[src/rtl/fifo_pkg.sv]
// fifo_pkg: shared widths and read-side FSM states for the async FIFO consumer
package fifo_pkg;
  localparam int DATA_WIDTH = 8;
  localparam int CNT_WIDTH = 16;
  localparam int SKID_DEPTH = 3;
  typedef enum logic [1:0] {IDLE, ACTIVE, DRAIN} rd_state_e;
endpackage

[src/rtl/fifo_rd_skid.sv]
// fifo_rd_skid: small circular buffer that decouples FIFO reads from stream backpressure
module fifo_rd_skid #(
  parameter int W = 8,
  parameter int DEPTH = 3,
  localparam int OW = $clog2(DEPTH + 1),
  localparam int PW = $clog2(DEPTH)
) (
  input  logic          clk,
  input  logic          rst_n,
  input  logic          i_push,
  input  logic [W-1:0]  i_push_data,
  input  logic          i_pop,
  output logic [OW-1:0] o_occ,
  output logic [W-1:0]  o_head
);
  logic [W-1:0] r_mem [DEPTH];
  logic [PW-1:0] r_head, r_tail;
  logic [OW-1:0] r_occ;
  logic [PW-1:0] w_head_nxt, w_tail_nxt;
  assign w_head_nxt = (r_head == PW'(DEPTH - 1)) ? '0 : r_head + 1'b1;
  assign w_tail_nxt = (r_tail == PW'(DEPTH - 1)) ? '0 : r_tail + 1'b1;
  always_ff @(posedge clk or negedge rst_n) begin
    if (!rst_n) begin
      r_head <= '0;
      r_tail <= '0;
      r_occ <= '0;
      for (int i = 0; i < DEPTH; i++) r_mem[i] <= '0;
    end else begin
      if (i_push) begin
        r_mem[r_tail] <= i_push_data;
        r_tail <= w_tail_nxt;
      end
      if (i_pop) r_head <= w_head_nxt;
      r_occ <= r_occ + OW'(i_push) - OW'(i_pop);
    end
  end
  assign o_occ = r_occ;
  assign o_head = r_mem[r_head];
endmodule

[src/rtl/fifo_rd_stream.sv]
// fifo_rd_stream: pops the async FIFO read port and re-times words onto a valid/ready stream
module fifo_rd_stream #(
  parameter int DATA_WIDTH = fifo_pkg::DATA_WIDTH,
  parameter int CNT_WIDTH = fifo_pkg::CNT_WIDTH,
  parameter int SKID_DEPTH = fifo_pkg::SKID_DEPTH
) (
  input  logic                  clk_rd,
  input  logic                  rst_n,
  input  logic                  en,
  input  logic                  fifo_empty,
  input  logic [DATA_WIDTH-1:0] fifo_data,
  output logic                  fifo_rd_en,
  output logic                  m_valid,
  input  logic                  m_ready,
  output logic [DATA_WIDTH-1:0] m_data,
  output logic                  busy,
  output logic [CNT_WIDTH-1:0]  word_cnt
);
  import fifo_pkg::*;
  localparam int OW = $clog2(SKID_DEPTH + 1);
  if (SKID_DEPTH < 3) begin : g_depth_chk
    $error("SKID_DEPTH must be at least 3 to sustain one word per clock");
  end
  rd_state_e r_state, w_state_nxt;
  logic r_inflight;
  logic [CNT_WIDTH-1:0] r_cnt;
  logic [OW-1:0] w_occ;
  logic w_pop;
  // Room check counts the word already in flight so the buffer can never overflow
  assign fifo_rd_en = (r_state == ACTIVE) && !fifo_empty
                      && (int'(w_occ) + int'(r_inflight) < SKID_DEPTH);
  assign w_pop = m_valid && m_ready;
  always_comb begin
    w_state_nxt = r_state;
    case (r_state)
      IDLE:    w_state_nxt = en ? ACTIVE : IDLE;
      ACTIVE:  w_state_nxt = en ? ACTIVE : DRAIN;
      DRAIN:   w_state_nxt = en ? ACTIVE : (!r_inflight && w_occ == '0) ? IDLE : DRAIN;
      default: w_state_nxt = IDLE;
    endcase
  end
  always_ff @(posedge clk_rd or negedge rst_n) begin
    if (!rst_n) begin
      r_state <= IDLE;
      r_inflight <= 1'b0;
      r_cnt <= '0;
    end else begin
      r_state <= w_state_nxt;
      r_inflight <= fifo_rd_en;
      r_cnt <= r_cnt + CNT_WIDTH'(w_pop);
    end
  end
  fifo_rd_skid #(.W(DATA_WIDTH), .DEPTH(SKID_DEPTH)) u_skid (
    .clk         (clk_rd),
    .rst_n       (rst_n),
    .i_push      (r_inflight),
    .i_push_data (fifo_data),
    .i_pop       (w_pop),
    .o_occ       (w_occ),
    .o_head      (m_data)
  );
  assign m_valid = (w_occ != '0);
  assign busy = (r_state != IDLE) || (w_occ != '0);
  assign word_cnt = r_cnt;
endmodule

[config.mk]
export PLATFORM = sky130hd
export DESIGN_NAME = fifo_rd_stream
export DESIGN_NICKNAME = d
export VERILOG_FILES = /design/src/rtl/fifo_pkg.sv /design/src/rtl/fifo_rd_skid.sv /design/src/rtl/fifo_rd_stream.sv
export SDC_FILE = /design/constraint.sdc
export NUM_CORES = 1
export LEC_CHECK = 0
export CAP_MARGIN = 20
export CORE_ASPECT_RATIO = 1.25
export CORE_UTILIZATION = 45
export CTS_CLUSTER_DIAMETER = 150
export CTS_CLUSTER_SIZE = 10
export DETAILED_ROUTE_END_ITERATION = 10
export PLACE_DENSITY_LB_ADDON = 0.15
export SETUP_SLACK_MARGIN = 0.05
export SKIP_LAST_GASP = 1
export SLEW_MARGIN = 20
export SYNTH_ARGS = -nofsm -noshare
export SYNTH_HDL_FRONTEND = slang
export SYNTH_HIERARCHICAL = 1
export SYNTH_SLANG_ARGS = --single-unit
[constraint.sdc]
create_clock -name clk_rd -period 2.2 [get_ports clk_rd]
set_input_delay 0.55 -clock clk_rd [delete_from_list [all_inputs] [get_ports clk_rd]]
set_output_delay 0.55 -clock clk_rd [all_outputs]
set_load 0.01 [all_outputs]
Word-level counts from Yosys, hierarchy flattened:

Cells that the tools add are included.

* register bits after elaboration: 49
* input bits: 13
* output and inout port bits: 27
* logic and storage cells: 50

* add/subtract/negate cells: 6
* order comparisons: 4
* equal/unequal tests: 4
* mux-type cells: 13
* bitwise gates (word level): 2
* reduce and logical (&&, ||, !) cells: 12

Operators with widths (count)
* $bwmux W24: 1
* $mux W8: 3
* $add A16 B1 Y16: 1
* $bmux W8 S2: 1
* $demux W8 S2: 1
* $mux W2: 5
* $eq A2 B2 Y1 const B: 3
* $ge A3 B3 Y1 const B: 2
* $not A2 Y3: 2
* $pmux W2 S3: 1
* $logic_and A1 B1 Y1: 5
* $add A2 B1 Y2 const B: 2
* $logic_not A2 Y1: 2
* $reduce_bool A2 Y1: 2
* $add A2 B1 Y3: 1
* $lt A3 B1 Y1 const B: 1
* $lt A3 B2 Y1 const B: 1
* $add A2 B1 Y2: 1
* $eq A2 B1 Y1 const B: 1
* $logic_not A1 Y1: 2
* $sub A2 B1 Y2: 1
* $logic_or A1 B1 Y1: 1
* $mux W1: 1

Depth between registers and ports, before layout:

Gate-level depths: netlist of run 1.

* depth in word-level cells: 6
* mapped depth: 7
* gate-level depth less buffers: 7

Hierarchy:

The synthesis of run 1 kept the hierarchy.

By module, submodules not included
* fifo_rd_skid: instances 1, cells an instance 90, area each 1323.8 um^2, seq. area each 750.7 um^2
* fifo_rd_stream: instances 1, cells an instance 70, area each 883.3 um^2, seq. area each 475.5 um^2

Worst setup path after synthesis of run 1:

OpenSTA, ideal clock, no wires.

* kind: reg-to-output
* start point: reg r_inflight
* end point: out fifo_rd_en
* arrival: 1.690 ns
* required time: 1.650 ns
* slack: -0.040 ns
* cell stages (with the launch flop): 4
* buffers on the path: 0
* cell sequence: dfrtp_1 ha_1 ha_1 a2111oi_0

* longest elaborated chain between the ends: 3

RTL lines
* start, declared: RTL line fifo_rd_stream.sv:25 `logic r_inflight;`
* start signal, assigned: RTL line fifo_rd_stream.sv:49 `r_inflight <= fifo_rd_en;`
* $add A2 B1 Y3: RTL line fifo_rd_stream.sv:31 `&& (int'(w_occ) + int'(r_inflight) < SKID_DEPTH);`
* $lt A3 B2 Y1: RTL line fifo_rd_stream.sv:31
* $logic_and A1 B1 Y1: RTL line fifo_rd_stream.sv:31
* end, declared: RTL line fifo_rd_stream.sv:12 `output logic fifo_rd_en,`

Every way passes these cells.

Final worst setup path of run 1:

Ends and elaborated chain as after synthesis.

==> results of run 1 <==
-- critical path, cell delays in order (launching register included) --
cell	delay [ps]
sky130_fd_sc_hd__dfrtp_1	400
sky130_fd_sc_hd__ha_2	210
sky130_fd_sc_hd__ha_4	220
sky130_fd_sc_hd__a2111oi_4	310
sky130_fd_sc_hd__buf_2	200
-- logic make-up (layout without fill, tap and decap cells) --
group           Yosys count  in the layout  share of synthesized area
compound gates           14             14                     0.0493
xor+xnor                 16             16                     0.0635
fa+ha+maj                 7              7                     0.0397
buf+inv                   8             67                     0.0159
flops                    49             49                      0.556
mux                      34             34                      0.169
simple gates             32             32                      0.107
-- state kept, by name, summed over array words and instances, names as in the netlist --
register       cells
word_cnt          16
r_state            2
u_skid/r_head      2
u_skid/o_occ       2
r_inflight         1
u_skid/r_mem      24
u_skid/r_tail      2
-- metrics by stage --
step / utilization / total power [µW] / setup TNS, ps / setup slack (ps) / area, µm²
floorplan: - / 2300 / 0 / 92.4 / 2210
global placement: 0.585 / 2960 / -264 / -264 / 2770
detailed placement: 0.585 / 3040 / -383 / -383 / 2770
CTS: 0.607 / 3570 / -139 / -139 / 2870
global route: 0.614 / 3780 / -39.0 / -39.0 / 2900
finish: 0.614 / 3550 / 0 / 13.9 / 2900
-- worst max path at each step --
| stage | startpoint | endpoint | slack [ps] | cells past startpoint |
|---|---|---|---|---|
| global route | r_inflight$_DFF_PN0_ | fifo_rd_en | -40 | 4 |
| CTS | r_inflight$_DFF_PN0_ | fifo_rd_en | -140 | 4 |
| global placement | fifo_empty | fifo_rd_en | -260 | 3 |
| finish | r_inflight$_DFF_PN0_ | fifo_rd_en | 10 | 4 |
| floorplan | r_inflight$_DFF_PN0_ | fifo_rd_en | 90 | 3 |
| detailed placement | fifo_empty | fifo_rd_en | -380 | 3 |
-- power groups by stage --
stage | Clock, µW | Combinational (µW) | Sequential (µW)
6_report | 577 | 1460 | 1510
5_1_grt | 628 | 1590 | 1560
4_1_cts | 594 | 1460 | 1510
2_1_floorplan | 0 | 820 | 1480
3_3_place_gp | 0 | 1460 | 1500
3_5_place_dp | 0 | 1510 | 1530
-- area by class of cell --
cell class	instances	area (µm²)	area share
Multi-Input combinational cell	103	985	0.339
Timing Repair Buffer	55	500	0.172
Sequential cell	49	1230	0.422
Clock buffer	7	96.3	0.0332
Inverter	4	15.0	0.00517
Tap cell	60	75.1	0.0259
Clock inverter	1	5.00	0.00172
-- placed cells by master, fill, tap and decap left out, types with 2 or more instances in the layout --
cell	Yosys	layout
sky130_fd_sc_hd__and4_1	2	2
sky130_fd_sc_hd__nor2_1	2	2
sky130_fd_sc_hd__nand4_1	4	4
sky130_fd_sc_hd__nand2_1	2	2
sky130_fd_sc_hd__clkdlybuf4s50_1	0	27
sky130_fd_sc_hd__nand3_1	4	4
sky130_fd_sc_hd__xnor2_1	12	12
sky130_fd_sc_hd__dfrtp_1	49	49
sky130_fd_sc_hd__buf_2	1	3
sky130_fd_sc_hd__mux2_2	26	26
sky130_fd_sc_hd__buf_4	1	15
sky130_fd_sc_hd__xor2_1	4	4
sky130_fd_sc_hd__inv_1	4	4
sky130_fd_sc_hd__ha_1	7	5
sky130_fd_sc_hd__mux2i_1	8	8
sky130_fd_sc_hd__o2bb2ai_1	8	8
sky130_fd_sc_hd__clkbuf_8	0	7
sky130_fd_sc_hd__o21ai_0	2	2
sky130_fd_sc_hd__dlygate4sd2_1	0	8
-- cell usage after synthesis --
cell,n,area [µm²]
sky130_fd_sc_hd__and4_2,1,10.0
sky130_fd_sc_hd__nand3b_1,1,7.51
sky130_fd_sc_hd__nor3b_4,1,18.8
sky130_fd_sc_hd__nand2_1,2,7.51
sky130_fd_sc_hd__buf_4,1,7.51
sky130_fd_sc_hd__mux2_2,26,293
sky130_fd_sc_hd__dfrtp_1,49,1230
sky130_fd_sc_hd__or3_1,1,6.26
sky130_fd_sc_hd__mux2i_1,8,80.1
sky130_fd_sc_hd__and4bb_1,1,12.5
sky130_fd_sc_hd__buf_2,1,5.00
sky130_fd_sc_hd__or2_2,1,6.26
sky130_fd_sc_hd__a2111oi_0,1,8.76
sky130_fd_sc_hd__a21boi_0,1,7.51
sky130_fd_sc_hd__nand3_1,4,20.0
sky130_fd_sc_hd__o2bb2ai_1,8,70.1
sky130_fd_sc_hd__nand4_2,1,12.5
sky130_fd_sc_hd__and4_4,1,11.3
sky130_fd_sc_hd__a21o_1,1,7.51
sky130_fd_sc_hd__nor2b_1,2,12.5
sky130_fd_sc_hd__clkbuf_1,2,7.51
sky130_fd_sc_hd__and2_1,1,6.26
sky130_fd_sc_hd__nand3b_2,1,11.3
sky130_fd_sc_hd__nor3_1,1,5.00
sky130_fd_sc_hd__xnor2_1,12,105
sky130_fd_sc_hd__and4_1,2,17.5
sky130_fd_sc_hd__nand4_1,4,25.0
sky130_fd_sc_hd__xor2_1,4,35.0
sky130_fd_sc_hd__nor2_1,2,7.51
sky130_fd_sc_hd__a21oi_1,1,5.00
sky130_fd_sc_hd__nand2b_1,1,6.26
sky130_fd_sc_hd__nand4b_1,1,8.76
sky130_fd_sc_hd__and3_1,1,6.26
sky130_fd_sc_hd__and3_2,1,7.51
sky130_fd_sc_hd__o21ai_0,2,10.0
sky130_fd_sc_hd__inv_1,4,15.0
sky130_fd_sc_hd__ha_1,7,87.6
sky130_fd_sc_hd__nand3_2,1,10.0
-- what timing repair did --
action / in CTS / in global routing
pin swaps: 0 / 1
setup endpoints to repair: 11 / 2
hold endpoints to repair: 0 / 0
buffers inserted: 0 / 2
resized for setup: 21 / 3
-- routing by layer --
layer  wire, µm  track usage  vias up
met4         48       0.0667        0
met2       2310        0.337       33
li1           -            -      696
met5          0            0        -
met1       1820        0.226      743
met3        139       0.0455        4
==> flow_summary.rst, run 1 <==
.. list-table::
   :header-rows: 1

   * - Metric
     - Value
   * - Height of the die
     - 80.3 µm
   * - Number of cells in the design after placement
     - 269
   * - Largest fanout of any net on the critical path
     - 2
   * - Number of antenna violations at the first check in global routing
     - 0
   * - Port-buffer cells
     - 39
   * - Count of pins on the block boundary
     - 40
   * - Startpoint type of the worst setup path
     - register
   * - Relative contribution of sequential cells to total power
     - 0.425
   * - Growth of design area from synthesis to finish
     - 31.5%
   * - Initial core utilization
     - 0.467
   * - Number of synthesized register bits
     - 49
   * - Clock Sink Count
     - 49
   * - Vias per cell
     - 5.29
   * - Final Hold Vio Count
     - 0
   * - Number of violations of the max-capacitance limit
     - 0
   * - Power per cell area
     - 1220 nW/µm²
   * - Hold WS
     - 199 ps
   * - Clock share of power
     - 0.162
   * - End of the worst register-to-register path
     - u_skid/o_occ[1]$_DFF_PN0_
   * - Required time worst endpoint
     - 1650 ps
   * - Worst min-delay path category
     - in -> async
   * - Worst Clk Skew
     - 3.09 ps
   * - Number of antenna repair diodes
     - 0
   * - Transition time at the pin with the least slew margin
     - 550 ps
   * - Switching power
     - 1160 µW
   * - Clock transition time at the flip-flop clock pins of the worst setup and hold paths
     - 90 ps
   * - Number of standard cells in the layout, taps in and fillers out
     - 279
   * - Internal power
     - 2390 µW
   * - Launch instance of the worst register-to-register path
     - u_skid/o_occ[1]$_DFF_PN0_
   * - Placement Rows
     - 28
   * - Average instance area after synthesis
     - 13.8 µm²
   * - Sort of element at the end of the critical path
     - output port
   * - Horiz. Die Dim
     - 64.6 µm
   * - DIE AREA
     - 5190 µm²
   * - Fraction of final layout cells with drive strength greater than 1
     - 0.297
   * - Max Clk Rate
     - 0.457 GHz
   * - Residual antenna-violating net count after detailed routing
     - 0
   * - RSZ-0062 raised after global routing
     - yes
   * - Number of global-route vias before repair
     - 1,554
   * - Detailed Place HPWL
     - 3.08 mm
   * - Drt first-iter violations
     - 74
   * - Yosys warning count
     - 6
   * - Cell area after synthesis
     - 2210 µm²
   * - Unique masters post-synth
     - 38
   * - Status
     - completed
   * - Number of nets in the synthesized netlist
     - 180
   * - Count of TritonRoute iterations in the first routing pass
     - 4
   * - Number of clock buffers inserted by TritonCTS
     - 5
   * - Maximum number of pins on one net before global-route repair
     - 31
   * - Number of fill cells
     - 396
   * - H-Tree Depth
     - 2
   * - Overall overflow remaining after global route
     - 0
   * - Std-Cell Core Area
     - 4730 µm²
   * - Overall global routing resource usage
     - 0.192
   * - Lkg Pwr
     - 0.00129 µW
   * - Count of endpoints failing setup in the final report
     - 0
   * - Clock tree from TritonCTS
     - yes
   * - Relative slew slack
     - 0.633
   * - DRT Wirelength
     - 4.32 mm
   * - Hold Buf Count CTS
     - 0
   * - Final min period
     - 2190 ps
   * - Worst IR Drop VDD
     - 0.652 mV
   * - Seq/Total Area, Yosys
     - 0.556
   * - Routed via count
     - 1,476
   * - Final max-slew violation count
     - 0
   * - Data arrival time of the worst path
     - 1640 ps
   * - Clock insertion delay at the later pin of the skew report
     - 300 ps
   * - Remaining DRCs
     - 0
   * - Clock Tree Buf Depth
     - 2
   * - Slack of the worst reg-to-reg path
     - 140 ps
   * - Critical path class
     - reg -> out
   * - Nets
     - 238
   * - Part of the power in combinational logic
     - 0.412
   * - Fraction of power spent switching nets
     - 0.327
   * - Reg2reg path depth
     - 9
   * - Clock root cell
     - sky130_fd_sc_hd__clkbuf_8
   * - Wire length of the first global-routing pass
     - 7.36 mm
   * - WL/cell
     - 15.5 µm
   * - Final critical-path share of the clock period
     - 0.994
   * - Global placement routability congestion
     - 0.748
   * - Count of mapped cells out of synthesis
     - 160
Power figures use the tool's default switching activity.
==> inputs of run 2 (changes only) <==
--- a/config.mk
+++ b/config.mk
@@ -6,11 +6,12 @@
 export NUM_CORES = 1
 export LEC_CHECK = 0
 export CAP_MARGIN = 20
-export CORE_ASPECT_RATIO = 1.25
+export CORE_ASPECT_RATIO = 0.7
 export CORE_UTILIZATION = 45
 export CTS_CLUSTER_DIAMETER = 150
 export CTS_CLUSTER_SIZE = 10
 export DETAILED_ROUTE_END_ITERATION = 10
+export GPL_ROUTABILITY_DRIVEN = 1
 export PLACE_DENSITY_LB_ADDON = 0.15
 export SETUP_SLACK_MARGIN = 0.05
 export SKIP_LAST_GASP = 1
==> run 2 against run 1 <==
Against the previous run: the flow now finishes with violations (negative setup slack); fmax is 1.6% lower; sequential share of layout area is 0.16 points higher; clock power is 2% lower; flip-flop and latch count unchanged; critical path depth is the same; worst setup slack worse by 36 ps; first-iteration DRC count is 38% lower.
==> flow_summary.rst, run 2 (synthesis results as in run 1) <==
.. list-table::
   :header-rows: 1

   * - Metric
     - Value
   * - Final min period
     - 2220 ps (+36.1 ps)
   * - Worst path slowest cell
     - sky130_fd_sc_hd__dfrtp_1
   * - Nets
     - 238 (unchanged)
   * - Power per cell area
     - 1220 nW/µm² (about the same)
   * - End of the worst register-to-register path
     - u_skid/o_occ[1]$_DFF_PN0_
   * - Routed via count
     - 1,459 (-1.2%)
   * - Residual antenna-violating net count after detailed routing
     - 0 (unchanged)
   * - Largest register FFs
     - 24 (unchanged)
   * - Hold Buf Count CTS
     - 0 (unchanged)
   * - Overall overflow remaining after global route
     - 0 (unchanged)
   * - Height of the die
     - 60.6 µm (-25%)
   * - Drt first-iter violations
     - 46 (-38%)
   * - RSZ-0062 raised after global routing
     - yes
   * - Critical Path Max Stage Delay
     - 400 ps (about the same)
   * - Count of pins on the block boundary
     - 40 (unchanged)
   * - H-Tree Depth
     - 2 (unchanged)
   * - Horiz. Die Dim
     - 85.7 µm (+33%)
   * - Placement Rows
     - 20 (-29%)
   * - Final critical-path share of the clock period
     - 1.01 (+0.0164)
   * - Worst min-delay path category
     - in -> async
   * - Relative slew slack
     - 0.639 (+0.00574)
   * - Final max-slew violation count
     - 0 (unchanged)
   * - Clock transition time at the flip-flop clock pins of the worst setup and hold paths
     - 80 ps (about the same)
   * - Status
     - finished with violations
   * - Wire length of the first global-routing pass
     - 7.91 mm (+7.5%)
   * - Number of cells in the design after placement
     - 274 (+1.9%)
   * - Buffers plus inverters on the worst setup path
     - 1 (unchanged)
   * - Initial core utilization
     - 0.487 (+0.0206)
   * - Remaining DRCs
     - 0 (unchanged)
   * - Commonest cells after routing, fill and taps aside
     - sky130_fd_sc_hd__dfrtp_1 (49), sky130_fd_sc_hd__clkdlybuf4s50_1 (27), sky130_fd_sc_hd__mux2_2 (26), sky130_fd_sc_hd__buf_4 (16), sky130_fd_sc_hd__xnor2_1 (12)
   * - Data arrival time of the worst path
     - 1670 ps (+30 ps)
   * - Reg2reg path depth
     - 9 (unchanged)
   * - Overall global routing resource usage
     - 0.206 (+0.0140)
   * - Clock tree from TritonCTS
     - yes
   * - Count of endpoints failing setup in the final report
     - 1 (+1)
   * - Maximum number of pins on one net before global-route repair
     - 19 (-39%)
   * - Worst IR Drop VDD
     - 0.585 mV (-10%)
   * - Commonest non-fill, non-tap cell in the layout
     - sky130_fd_sc_hd__dfrtp_1
   * - Clock root cell
     - sky130_fd_sc_hd__clkbuf_8
   * - Register bank with the most flops
     - u_skid/r_mem
   * - Crit path cell chain
     - ha_2 > ha_4 > a2111oi_4 > buf_2
   * - Launch instance of the worst register-to-register path
     - u_skid/o_occ[0]$_DFF_PN0_
   * - Largest fanout of any net on the critical path
     - 2 (unchanged)
   * - Clock share of power
     - 0.160 (-0.002)
   * - Slack of the worst reg-to-reg path
     - 190 ps (+50 ps)
   * - Transition time at the pin with the least slew margin
     - 541 ps (-8.61 ps)
   * - PnR Total Power
     - 3540 µW (-0.30%)
   * - Clock Tree Buf Depth
     - 2 (unchanged)
   * - Count of TritonRoute iterations in the first routing pass
     - 4 (unchanged)
   * - Switching power
     - 1170 µW (+0.31%)
   * - Required time worst endpoint
     - 1650 ps (about the same)
   * - Fraction of power spent switching nets
     - 0.329 (+0.00200)
   * - Internal power
     - 2380 µW (-0.60%)
   * - DRT Wirelength
     - 4.57 mm (+5.7%)
   * - Clock insertion delay at the later pin of the skew report
     - 300 ps (about the same)
   * - Number of antenna violations at the first check in global routing
     - 0 (unchanged)
   * - Global placement routability congestion
     - 0.799 (+6.8%)
   * - Number of clock buffers inserted by TritonCTS
     - 5 (unchanged)
   * - Part of the power in combinational logic
     - 0.410 (-0.002)
   * - Number of antenna repair diodes
     - 0 (unchanged)
   * - Top Family by Delay on Critical Path
     - adder cells
   * - Std-Cell Core Area
     - 4530 µm² (-4.2%)
   * - Lkg Pwr
     - 0.00128 µW (-0.77%)
   * - DIE AREA
     - 5190 µm² (about the same)
   * - Port-buffer cells
     - 39 (unchanged)
   * - Number of global-route vias before repair
     - 1,566 (+0.77%)
   * - Final Hold Vio Count
     - 0 (unchanged)
   * - Max Clk Rate
     - 0.450 GHz (-1.6%)
   * - Failing checks
     - negative setup slack
   * - WL/cell
     - 16.0 µm (+3.5%)
   * - Worst Clk Skew
     - 4.51 ps (+1.42 ps)
   * - Critical path class
     - reg -> out
   * - Vias per cell
     - 5.12 (-3.2%)
   * - Startpoint type of the worst setup path
     - register
   * - Growth of design area from synthesis to finish
     - 31.0%
   * - Sort of element at the end of the critical path
     - output port
   * - Detailed Place HPWL
     - 3.35 mm (+8.8%)
   * - Number of standard cells in the layout, taps in and fillers out
     - 285 (+2.2%)
   * - Fraction of final layout cells with drive strength greater than 1
     - 0.292 (-0.00457)
   * - Relative contribution of sequential cells to total power
     - 0.429 (+0.004)
   * - Number of violations of the max-capacitance limit
     - 0 (unchanged)
   * - Clock Sink Count
     - 49 (unchanged)
   * - Final worst slack
     - -22.2 ps (-36.1 ps)
[run 2: changes by cell type in the layout (fill, tap and decap cells not counted)]
cell                             delta
sky130_fd_sc_hd__buf_12             -1
sky130_fd_sc_hd__buf_4              +1
sky130_fd_sc_hd__dlygate4sd2_1      +1
sky130_fd_sc_hd__dlymetal6s2s_1     -1
sky130_fd_sc_hd__nor2b_1            +1
sky130_fd_sc_hd__nor2b_2            -1
[run 2: power groups by stage]
| stage | Sequential [µW] | Clock, µW | Combinational, µW |
|---|---|---|---|
| floorplan | 1480 | 0 | 820 |
| global placement | 1490 | 0 | 1450 |
| detailed placement | 1540 | 0 | 1490 |
| CTS | 1520 | 589 | 1440 |
| global route | 1580 | 629 | 1590 |
| finish | 1520 | 567 | 1450 |
[run 2: how the worst max path moves through the flow]
stage	from	to	slack, ps	cells past startpoint
final	r_inflight$_DFF_PN0_	fifo_rd_en	-20	4
after global routing	r_inflight$_DFF_PN0_	fifo_rd_en	-80	4
after floorplan	r_inflight$_DFF_PN0_	fifo_rd_en	90	3
after global placement	fifo_empty	fifo_rd_en	-250	3
after CTS	r_inflight$_DFF_PN0_	fifo_rd_en	-90	4
after detailed placement	r_inflight$_DFF_PN0_	fifo_rd_en	-400	4
[run 2: repair_timing]
item,CTS,global route
pin swaps,1,1
gates resized for setup,19,3
setup buffers,2,1
endpoints found under the setup margin,11,3
[run 2: metal layers]
layer,part of all wire,GRT usage,wire length [µm],up-vias
li1,-,-,-,696
met1,0.48,0.272,2210,730
met2,0.47,0.342,2160,25
met3,0.032,0.0503,147,8
met4,0.012,0.0690,54,0
met5,0,0,0,-
[run 2: through the flow]
| stage | setup TNS (ps) | hold WS, ps | cell area (µm²) | utilization | worst slack, ps |
|---|---|---|---|---|---|
| after global routing | -81.0 | 160 | 2890 | 0.638 | -81.0 |
| after floorplan | 0 | 254 | 2210 | - | 92.4 |
| after CTS | -86.0 | 162 | 2870 | 0.633 | -86.0 |
| after global placement | -250 | 456 | 2750 | 0.608 | -250 |
| after detailed placement | -423 | 466 | 2750 | 0.608 | -398 |
| final | -22.2 | 152 | 2890 | 0.638 | -22.2 |
[run 2: final cells by class]
cell class	count	area, µm²
Inverter	4	15.0
Clock inverter	1	5.00
Timing Repair Buffer	55	484
Clock buffer	7	96.3
Tap cell	66	82.6
Sequential cell	49	1230
Fill cell	342	1640
Multi-Input combinational cell	103	982
==> inputs of run 3 (changes only) <==
--- a/config.mk
+++ b/config.mk
@@ -20,3 +20,4 @@
 export SYNTH_HDL_FRONTEND = slang
 export SYNTH_HIERARCHICAL = 1
 export SYNTH_SLANG_ARGS = --single-unit
+export TNS_END_PERCENT = 100
==> results of run 3 <==
The final DEF is identical to that of run 2; final timing and power are the same.
